==> src/rtl/wb_fetch_pkg.sv <==
// ============================================================================
// Module : wb_fetch_pkg
// Purpose: Shared types and constants for the Wishbone frame fetcher.
//          - state_t     : fetch FSM state encoding
//          - WB_SEL_ALL  : byte-select for full 32-bit reads
//          - WORD_STRIDE : byte increment between consecutive words
// Rev    : 1.0  initial release
// ============================================================================
`default_nettype none

package wb_fetch_pkg;

   typedef enum logic [1:0] {
      ST_IDLE  = 2'd0,
      ST_REQ   = 2'd1,
      ST_HOLD  = 2'd2,
      ST_DRAIN = 2'd3
   } state_t;

   localparam logic [3:0]  WB_SEL_ALL  = 4'hF;
   localparam logic [31:0] WORD_STRIDE = 32'd4;

endpackage

`default_nettype wire

==> src/rtl/wb_frame_fetch_sync_fifo.sv <==
// ============================================================================
// Module : sync_fifo
// Purpose: Single-clock first-word-fall-through FIFO. The head word is shown
//          on dout whenever empty is low.
// Ports  : clk_i, rst_ni     clock / asynchronous active-low reset
//          push, din         write request and data (ignored when full
//                            unless a pop happens in the same cycle)
//          pop               read request (ignored when empty)
//          dout              head word
//          empty, full       occupancy flags
//          count             current number of stored words (0..2**aw)
// Rev    : 1.0  initial release
// ============================================================================
`default_nettype none

module sync_fifo #(
   parameter int width = 32,
   parameter int aw    = 3
) (
   input  logic             clk_i,
   input  logic             rst_ni,
   input  logic             push,
   input  logic             pop,
   input  logic [width-1:0] din,
   output logic [width-1:0] dout,
   output logic             empty,
   output logic             full,
   output logic [aw:0]      count
);

   localparam int depth = 1 << aw;

   logic [width-1:0] mem [depth];
   logic [aw-1:0]    rd_ptr;
   logic [aw-1:0]    wr_ptr;
   logic             do_pop;
   logic             do_push;

   assign empty   = (count == '0);
   assign full    = (count == (aw+1)'(depth));
   // A push into a full FIFO is legal only when the head leaves that cycle.
   assign do_pop  = pop & ~empty;
   assign do_push = push & (~full | do_pop);
   assign dout    = mem[rd_ptr];

   always_ff @(posedge clk_i or negedge rst_ni) begin
      if (!rst_ni) begin
         rd_ptr <= '0;
         wr_ptr <= '0;
         count  <= '0;
      end else begin
         if (do_push) wr_ptr <= wr_ptr + aw'(1);
         if (do_pop)  rd_ptr <= rd_ptr + aw'(1);
         case ({do_push, do_pop})
            2'b10:   count <= count + (aw+1)'(1);
            2'b01:   count <= count - (aw+1)'(1);
            default: count <= count;
         endcase
      end
   end

   always_ff @(posedge clk_i) begin
      if (do_push) mem[wr_ptr] <= din;
   end

endmodule

`default_nettype wire

==> src/rtl/wb_frame_fetch.sv <==
// ============================================================================
// Module : wb_frame_fetch
// Purpose: Wishbone classic read master. Fetches len_i consecutive 32-bit
//          words starting at base_adr_i into a small FIFO and streams them
//          out over valid/ready. done_o pulses once the last word has been
//          accepted downstream.
// Ports  : clk_i, rst_ni              clock / async active-low reset
//          start_i, base_adr_i, len_i transfer request (sampled in IDLE)
//          busy_o, done_o             transfer status
//          wb_*                       Wishbone classic master port
//          st_dat_o, st_valid_o,
//          st_ready_i                 output stream
// Rev    : 1.0  initial release
// ============================================================================
`default_nettype none

module wb_frame_fetch
   import wb_fetch_pkg::*;
#(
   parameter int fifo_aw   = 3,
   parameter int len_width = 11
) (
   input  logic                 clk_i,
   input  logic                 rst_ni,
   input  logic                 start_i,
   input  logic [31:0]          base_adr_i,
   input  logic [len_width-1:0] len_i,
   output logic                 busy_o,
   output logic                 done_o,
   output logic                 wb_cyc_o,
   output logic                 wb_stb_o,
   output logic                 wb_we_o,
   output logic [31:0]          wb_adr_o,
   output logic [3:0]           wb_sel_o,
   input  logic [31:0]          wb_dat_i,
   input  logic                 wb_ack_i,
   output logic [31:0]          st_dat_o,
   output logic                 st_valid_o,
   input  logic                 st_ready_i
);

   localparam int depth = 1 << fifo_aw;

   state_t               state,     state_next;
   logic [31:0]          adr,       adr_next;
   logic [len_width-1:0] remaining, remaining_next;
   logic                 cyc,       cyc_next;
   logic                 stb,       stb_next;
   logic                 busy,      busy_next;
   logic                 done,      done_next;

   logic                 push;
   logic                 pop;
   logic                 empty;
   logic                 full;
   logic [fifo_aw:0]     count;
   logic [fifo_aw:0]     count_after;

   // An ack only counts while our strobe is up; stray acks are dropped.
   assign push = stb & wb_ack_i;
   assign pop  = st_valid_o & st_ready_i;

   // Occupancy after this cycle's push/pop; decides whether the strobe may
   // stay up for the next word without risking an overflow.
   assign count_after = count + {{fifo_aw{1'b0}}, push} - {{fifo_aw{1'b0}}, pop};

   sync_fifo #(
      .width (32),
      .aw    (fifo_aw)
   ) u_fifo (
      .clk_i  (clk_i),
      .rst_ni (rst_ni),
      .push   (push),
      .pop    (pop),
      .din    (wb_dat_i),
      .dout   (st_dat_o),
      .empty  (empty),
      .full   (full),
      .count  (count)
   );

   always_ff @(posedge clk_i or negedge rst_ni) begin
      if (!rst_ni) begin
         state     <= ST_IDLE;
         adr       <= '0;
         remaining <= '0;
         cyc       <= 1'b0;
         stb       <= 1'b0;
         busy      <= 1'b0;
         done      <= 1'b0;
      end else begin
         state     <= state_next;
         adr       <= adr_next;
         remaining <= remaining_next;
         cyc       <= cyc_next;
         stb       <= stb_next;
         busy      <= busy_next;
         done      <= done_next;
      end
   end

   always_comb begin
      state_next     = state;
      adr_next       = adr;
      remaining_next = remaining;
      cyc_next       = cyc;
      stb_next       = stb;
      busy_next      = busy;
      done_next      = 1'b0;

      case (state)
         ST_IDLE: begin
            if (start_i) begin
               if (len_i != '0) begin
                  adr_next       = base_adr_i & ~32'h3;
                  remaining_next = len_i;
                  busy_next      = 1'b1;
                  if (!full) begin
                     state_next = ST_REQ;
                     cyc_next   = 1'b1;
                     stb_next   = 1'b1;
                  end else begin
                     state_next = ST_HOLD;
                  end
               end else begin
                  done_next = 1'b1;
               end
            end
         end

         ST_REQ: begin
            if (wb_ack_i) begin
               remaining_next = remaining - len_width'(1);
               adr_next       = adr + WORD_STRIDE;
               if (remaining == len_width'(1)) begin
                  state_next = ST_DRAIN;
                  cyc_next   = 1'b0;
                  stb_next   = 1'b0;
               end else if (count_after >= (fifo_aw+1)'(depth)) begin
                  state_next = ST_HOLD;
                  cyc_next   = 1'b0;
                  stb_next   = 1'b0;
               end
            end
         end

         ST_HOLD: begin
            if (!full) begin
               state_next = ST_REQ;
               cyc_next   = 1'b1;
               stb_next   = 1'b1;
            end
         end

         ST_DRAIN: begin
            if (count_after == '0) begin
               state_next = ST_IDLE;
               done_next  = 1'b1;
               busy_next  = 1'b0;
            end
         end

         default: begin
            state_next = ST_IDLE;
            cyc_next   = 1'b0;
            stb_next   = 1'b0;
            busy_next  = 1'b0;
         end
      endcase
   end

   assign busy_o     = busy;
   assign done_o     = done;
   assign wb_cyc_o   = cyc;
   assign wb_stb_o   = stb;
   assign wb_adr_o   = adr;
   assign wb_we_o    = 1'b0;
   assign wb_sel_o   = WB_SEL_ALL;
   assign st_valid_o = ~empty;

endmodule

`default_nettype wire

==> config.mk <==
export PLATFORM = sky130hd
export DESIGN_NAME = wb_frame_fetch
export DESIGN_NICKNAME = d
export VERILOG_FILES = /design/src/rtl/wb_fetch_pkg.sv /design/src/rtl/wb_frame_fetch_sync_fifo.sv /design/src/rtl/wb_frame_fetch.sv
export SDC_FILE = /design/constraint.sdc
export NUM_CORES = 1
export LEC_CHECK = 0
export CAP_MARGIN = 0
export CORE_MARGIN = 2
export CORE_UTILIZATION = 35
export DETAILED_ROUTE_END_ITERATION = 10
export HOLD_SLACK_MARGIN = 0.12
export PLACE_DENSITY = 0.53
export SLEW_MARGIN = 20
export SYNTH_ARGS = -nofsm -noshare
export SYNTH_HDL_FRONTEND = slang
export SYNTH_SLANG_ARGS = --single-unit
==> constraint.sdc <==
create_clock -name clk_i -period 5.4 [get_ports clk_i]
set_clock_uncertainty 0.05 [all_clocks]
set_input_delay 1.08 -clock clk_i [delete_from_list [all_inputs] [get_ports clk_i]]
set_output_delay 1.08 -clock clk_i [all_outputs]
set_load 0.01 [all_outputs]
==> results_dict.tcl, run 1 <==
set metrics [dict create \
    synth-edff-count 256 \
    status "finished clean" \
    ctsRootBufferMaster "clkbuf_16" \
    gp_congestion 0.768 \
    cts_max_level 2 \
    numCtsBuffers 36 \
    path_buf_inv 4 \
    worst-setup-path-type "flip-flop to flip-flop" \
    antenna_found_initial 2 \
    end_kind "flip-flop" \
    overflow 0 \
    clk_path_buf_depth 3 \
    p_per_area_nw_per_um2 566 \
    synth_top_area_share_pct 57.1 \
    yosysWarnings 0 \
    critPathRequiredTime_ns 5.73 \
    whs_ns 0.461 \
    cts_tree "done" \
    grt_max_degree 73 \
    p_leak_nw 5.59 \
    layout.nets 1075 \
    drt_iter0_markers 435 \
    tns_ns 0 \
    crit_path_frequent_cell "inv_1" \
    crit_path_start_kind "flip-flop" \
    critPathMaxFanout 4 \
    ff2ff_setup_slack_ns 1.33 \
    synth_top_area_cell "edfxtp_1" \
    slew_violations 0 \
    grt_pass1_vias 8037 \
    track_usage_pct 15.3 \
    rows 71 \
    via_per_inst 5.10 \
    drc 0 \
    synthDistinctLibCells 64 \
    peakVddDrop_mv 0.302 \
    layout.cells.most_common "edfxtp_1" \
    cts_sinks 312 \
    diodes 0 \
    post-dp-hpwl_um 18200 \
    drive_gt1_share_pct 19.6 \
    final_hold_viol_count 0 \
    rr_endpoint "state[0]$_DFFE_PN0P_" \
    setup.worst_path.end "state[0]$_DFFE_PN0P_" \
    via_count 7708 \
    critPathArrivalTime_ns 4.40 \
    finalSetupViolCount 0 \
    cap_violations 0 \
    async_flop_share_pct 17.9 \
    fmax_ghz 0.246 \
    crit_path_max_incr_delay_ns 0.57 \
    initial_core_util_pct 35.7 \
    ys.flop_type "edfxtp_1" \
    die_h_um 200 \
    r2r_start "u_fifo.count[2]$_DFFE_PN0P_" \
    core_area_um2 37800 \
    holdBufCountCts 0 \
    r2r_cells 15 \
    io_pins 154 \
    relSlewSlack_pct 36.5 \
    final_cell_mix "edfxtp_1 (256), clkdlybuf4s50_1 (143), mux4_2 (64)" \
    synth_area_per_cell_um2 16.4 \
    fin_crit_sh_pct 75.3 \
    worst-path-stages 15 \
    drt.antenna.violating_nets 0 \
    synth.top_cells.by_area "edfxtp_1 (57%), mux4_2 (11%), dfrtp_1 (10%)" \
    insertion_delay_ns 0.50 \
    netlist_instances 820 \
    crit_family "adder cells" \
    cts_resized 0 \
    fp.dieArea_um2 40100 \
    dr.pass1.iters 4 \
    crit_chain "inv_1 -> ha_1 -> or3b_2 -> nand2_1 -> inv_1 -> ha_1 -> inv_1 -> ha_1 -> inv_1 -> fa_1 -> nand3b_1 -> a2111oi_0 -> nor2_1 -> a221oi_2 -> mux2_1" \
    die_x_um 200 \
    wl_per_cell_um 20.3 \
    syn_area_um2 13500 \
    ys_seq_area_share_pct 67.5 \
    postCtsSetupBuffers 0 \
    grt_first_pass_wirelength_um 47900 \
    cp-startpoint "u_fifo.count[2]$_DFFE_PN0P_" \
    slowest_stage "a2111oi_0" \
    rsz0062_at_grt "no" \
    io_buffers 144 \
    tightestPinTransition_ns 0.950 \
    path_clk_slew_ns 0.05 \
    synth_seq_cells 312 \
    placed_area_um2 15600 \
    syn_to_final_growth_pct 23.5 \
    wl_um 30700 \
    post-route-min-period_ns 4.07 \
    finalInstanceArea_um2 16600 \
    hp-class "flip-flop to flip-flop" \
    min_from "busy_o$_DFFE_PN0P_" \
]
-- worst min path at each step --
stage,endpoint,depth (start not counted)
finish,busy_o$_DFFE_PN0P_,2
global route,u_fifo.count[2]$_DFFE_PN0P_,2
CTS,busy_o$_DFFE_PN0P_,2
detailed placement,busy_o$_DFFE_PN0P_,2
global placement,busy_o$_DFFE_PN0P_,2
floorplan,u_fifo.count[2]$_DFFE_PN0P_,2
-- worst reg2reg max path: stages, from the launching register on --
cell and delay (ns):
dfrtp_1 0.40, inv_1 0.11, ha_1 0.14, or3b_2 0.47
nand2_1 0.16, inv_1 0.06, ha_1 0.26, inv_1 0.06
ha_1 0.17, inv_1 0.06, fa_1 0.51, nand3b_1 0.10
a2111oi_0 0.57, nor2_1 0.12, a221oi_2 0.37, mux2_1 0.35
-- cell families (layout without fill, tap and decap cells) --
| group | after synthesis | in the layout | synth area share, % |
|---|---|---|---|
| AND/OR/NAND/NOR | 155 | 155 | 6.20 |
| adder cells (fa/ha/maj) | 20 | 20 | 1.97 |
| flip-flops | 312 | 312 | 67.5 |
| other | 2 | 7 | 0.0558 |
| XOR/XNOR | 9 | 9 | 0.585 |
| multiplexers | 109 | 109 | 14.4 |
| AO/OA/AOI/OAI | 137 | 137 | 6.69 |
| buffers and inverters | 76 | 251 | 2.63 |
-- per-layer routing --
metal  wire length, µm  global-route usage [%]
met5                27                       0
met4               461                    3.25
met3              2050                    4.31
met2             14600                    25.0
met1             13600                    20.6
-- layout make-up --
| cell class | count | area (µm²) |
|---|---|---|
| inverter | 24 | 90.1 |
| multi-input combinational | 437 | 4100 |
| sequential | 312 | 9090 |
| clock inverter | 18 | 120 |
| fill | 3355 | 21100 |
| clock buffer | 45 | 945 |
| timing repair buffer | 164 | 1640 |
| tap | 511 | 639 |
-- power by group --
part / total (mW) / leakage [nW] / switching [mW] / internal (mW)
sequential: 3.59 / 2.97 / 0.482 / 3.11
combinational: 3.59 / 2.10 / 1.71 / 1.88
clock: 2.23 / 0.526 / 0.938 / 1.29
-- state kept, by name, summed over array words and instances, names as in the netlist --
signal,count
u_fifo.mem,256
wb_adr_o,30
remaining,11
u_fifo.count,4
u_fifo.rd_ptr,3
u_fifo.wr_ptr,3
state,2
busy_o,1
done_o,1
wb_cyc_o,1
-- metrics by stage --
stage	power (mW)	worst slack [ns]	utilization, %	instances
finish	9.41	1.33	44.0	1511
global route	10.0	0.950	44.0	1511
CTS	9.58	1.25	44.0	1511
floorplan	5.86	0.716	-	825
detailed placement	7.30	0.964	41.2	1448
global placement	7.28	0.988	41.2	1448
-- synth_stat cells, drive strengths merged, types with 2 or more instances --
cell type    n
edfxtp     256
mux4        64
dfrtp       56
a21oi       41
nand2       40
mux2        38
buf         31
o21ai       27
inv         24
o22ai       23
nand3       22
nor2        22
clkbuf      21
ha          18
nand4       18
nor3        11
a2bb2oi      7
mux2i        7
nor4         7
or3          7
xnor2        7
a21o         6
o32ai        6
nor3b        5
nand2b       4
or4          4
a21boi       3
and2         3
and4         3
o31ai        3
a2111oi      2
a211oi       2
a22oi        2
a31oi        2
a41oi        2
and3         2
conb         2
fa           2
o211a        2
or3b         2
xor2         2
Note: power is estimated with default switching activity, not from simulation.
==> run 2: changes to the inputs <==
==> constraint.sdc (replaced) <==
create_clock -name clk_i -period 3.98 [get_ports clk_i]
set_clock_uncertainty 0.05 [all_clocks]
set_input_delay 0.796 -clock clk_i [delete_from_list [all_inputs] [get_ports clk_i]]
set_output_delay 0.796 -clock clk_i [all_outputs]
set_load 0.01 [all_outputs]
==> run 2 against run 1 <==
  * Worst hold slack lost 0.085 ns
  * Critical path type unchanged
  * Die area is the same
  * Sequential power grew 34%
  * Critical endpoint unchanged
  * Critical path depth grew 1
  * Highest routed layer is now met4
  * Largest power group is now combinational cells
==> results_dict.tcl, run 2 (synthesis gave the netlist of run 1 again) <==
set metrics [dict create \
    track_usage_pct 15.3 \
    peakVddDrop_mv 0.508 \
    drive_gt1_share_pct 21.7 \
    drt_iter0_markers 471 \
    ctsRootBufferMaster "clkbuf_16" \
    slowest_stage "fa_1" \
    final_cell_mix "edfxtp_1 (256), clkdlybuf4s50_1 (143), mux4_2 (64)" \
    fin_crit_sh_pct 95.1 \
    p_leak_nw 5.78 \
    drt.antenna.violating_nets 0 \
    antenna_found_initial 0 \
    drc 0 \
    critPathRequiredTime_ns 4.32 \
    r2r_start "u_fifo.count[2]$_DFFE_PN0P_" \
    post-place-ws_ns 0.0858 \
    post-dp-hpwl_um 18400 \
    fmax_ghz 0.264 \
    grt_max_degree 72 \
    gp_congestion 0.756 \
    postCtsSetupBuffers 0 \
    grt_pass1_vias 8128 \
    worst-setup-path-type "flip-flop to flip-flop" \
    grt_first_pass_wirelength_um 47900 \
    syn_to_final_growth_pct 26.0 \
    core_area_um2 37800 \
    clk_path_buf_depth 3 \
    status "finished clean" \
    end_kind "flip-flop" \
    dr.pass1.iters 5 \
    tightestPinTransition_ns 0.928 \
    regMostFlops "u_fifo.mem" \
    cts_resized 0 \
    insertion_delay_ns 0.52 \
    finalSetupViolCount 0 \
    diodes 0 \
    io_pins 154 \
    crit_chain "inv_2 -> ha_1 -> or3b_2 -> nand2_1 -> inv_1 -> ha_1 -> inv_1 -> ha_1 -> inv_1 -> fa_1 -> nand3b_1 -> a2111oi_2 -> buf_4 -> nor2_1 -> a221oi_2 -> mux2_1" \
    whs_ns 0.376 \
    layout.nets 1094 \
    relSlewSlack_pct 38.1 \
    crit_path_start_kind "flip-flop" \
    wl_per_cell_um 20.2 \
    wl_um 30900 \
    initial_core_util_pct 35.7 \
    worst_slack_ns 0.193 \
    slew_violations 0 \
    cts_sinks 312 \
    largest_reg_flops 256 \
    holdBufCountCts 0 \
    via_per_inst 5.10 \
    p_per_area_nw_per_um2 788 \
    final_core_util_pct 45.0 \
    layout.cells.most_common "edfxtp_1" \
    die_h_um 200 \
    numCtsBuffers 36 \
    rows 71 \
    path_clk_slew_ns 0.06 \
    io_buffers 144 \
    cts_tree "done" \
    post-route-min-period_ns 3.79 \
    crit_path_max_incr_delay_ns 0.51 \
    critPathArrivalTime_ns 4.13 \
    hp-class "primary input to asynchronous set/reset pin" \
    crit_family "adder cells" \
    final_hold_viol_count 0 \
    path_buf_inv 5 \
    fp.dieArea_um2 40100 \
    critPathMaxFanout 3 \
    die_x_um 200 \
    cap_violations 0 \
    p_total_mw 13.4 \
    via_count 7810 \
    cp-startpoint "u_fifo.count[2]$_DFFE_PN0P_" \
    overflow 0 \
    cts_max_level 2 \
]
run 2: changes by cell type in the layout (fill, tap and decap cells not counted), moves of 4 or more:
cell and change:
clkbuf_1 -4, clkinv_2 -5, nor3b_2 -4, buf_4 +19
nor3b_4 +4, bufinv_16 +5
run 2: stage by stage:
| step | area, µm² | cells | setup TNS [ns] |
|---|---|---|---|
| global route | 17000 | 1530 | -0.0505 |
| CTS | 17000 | 1530 | 0 |
| global placement | 15700 | 1467 | 0 |
| finish | 17000 | 1530 | 0 |
| detailed placement | 15700 | 1467 | 0 |
| floorplan | 13500 | 825 | 0 |
run 2: cell type report:
type	instances	area [µm²]
repair buffers	183	1780
multi-input cells	437	4150
well taps	511	639
clock inverters	19	253
clock buffers	44	971
flip-flops and latches	312	9090
inverters	24	90.1
fillers	3344	20800
run 2: final timing paths:
kind,end,cells past startpoint,slack [ns]
worst max-delay path,state[0]$_DFFE_PN0P_,16,0.19
worst min-delay path,remaining[9]$_DFFE_PN0P_,1,0.38
worst max register to register,state[0]$_DFFE_PN0P_,16,0.19
worst min register to register,busy_o$_DFFE_PN0P_,2,0.48
max in group asynchronous,wb_adr_o[17]$_DFFE_PN0P_,2,2.66
min in group clk_i,busy_o$_DFFE_PN0P_,2,0.48
run 2: metal layers:
| metal | wire length [µm] | vias to the layer above | global-route usage [%] |
|---|---|---|---|
| li1 | - | 3626 | - |
| met5 | 0 | - | 0 |
| met2 | 14500 | 195 | 24.8 |
| met3 | 1950 | 44 | 3.92 |
| met4 | 563 | 0 | 3.92 |
| met1 | 13900 | 3945 | 20.4 |
run 2: power by group:
part | switching, mW | total (mW) | internal (mW) | leakage (nW)
Sequential | 0.594 | 4.81 | 4.22 | 2.97
Combinational | 2.50 | 5.18 | 2.68 | 2.22
Clock | 1.27 | 3.39 | 2.12 | 0.594
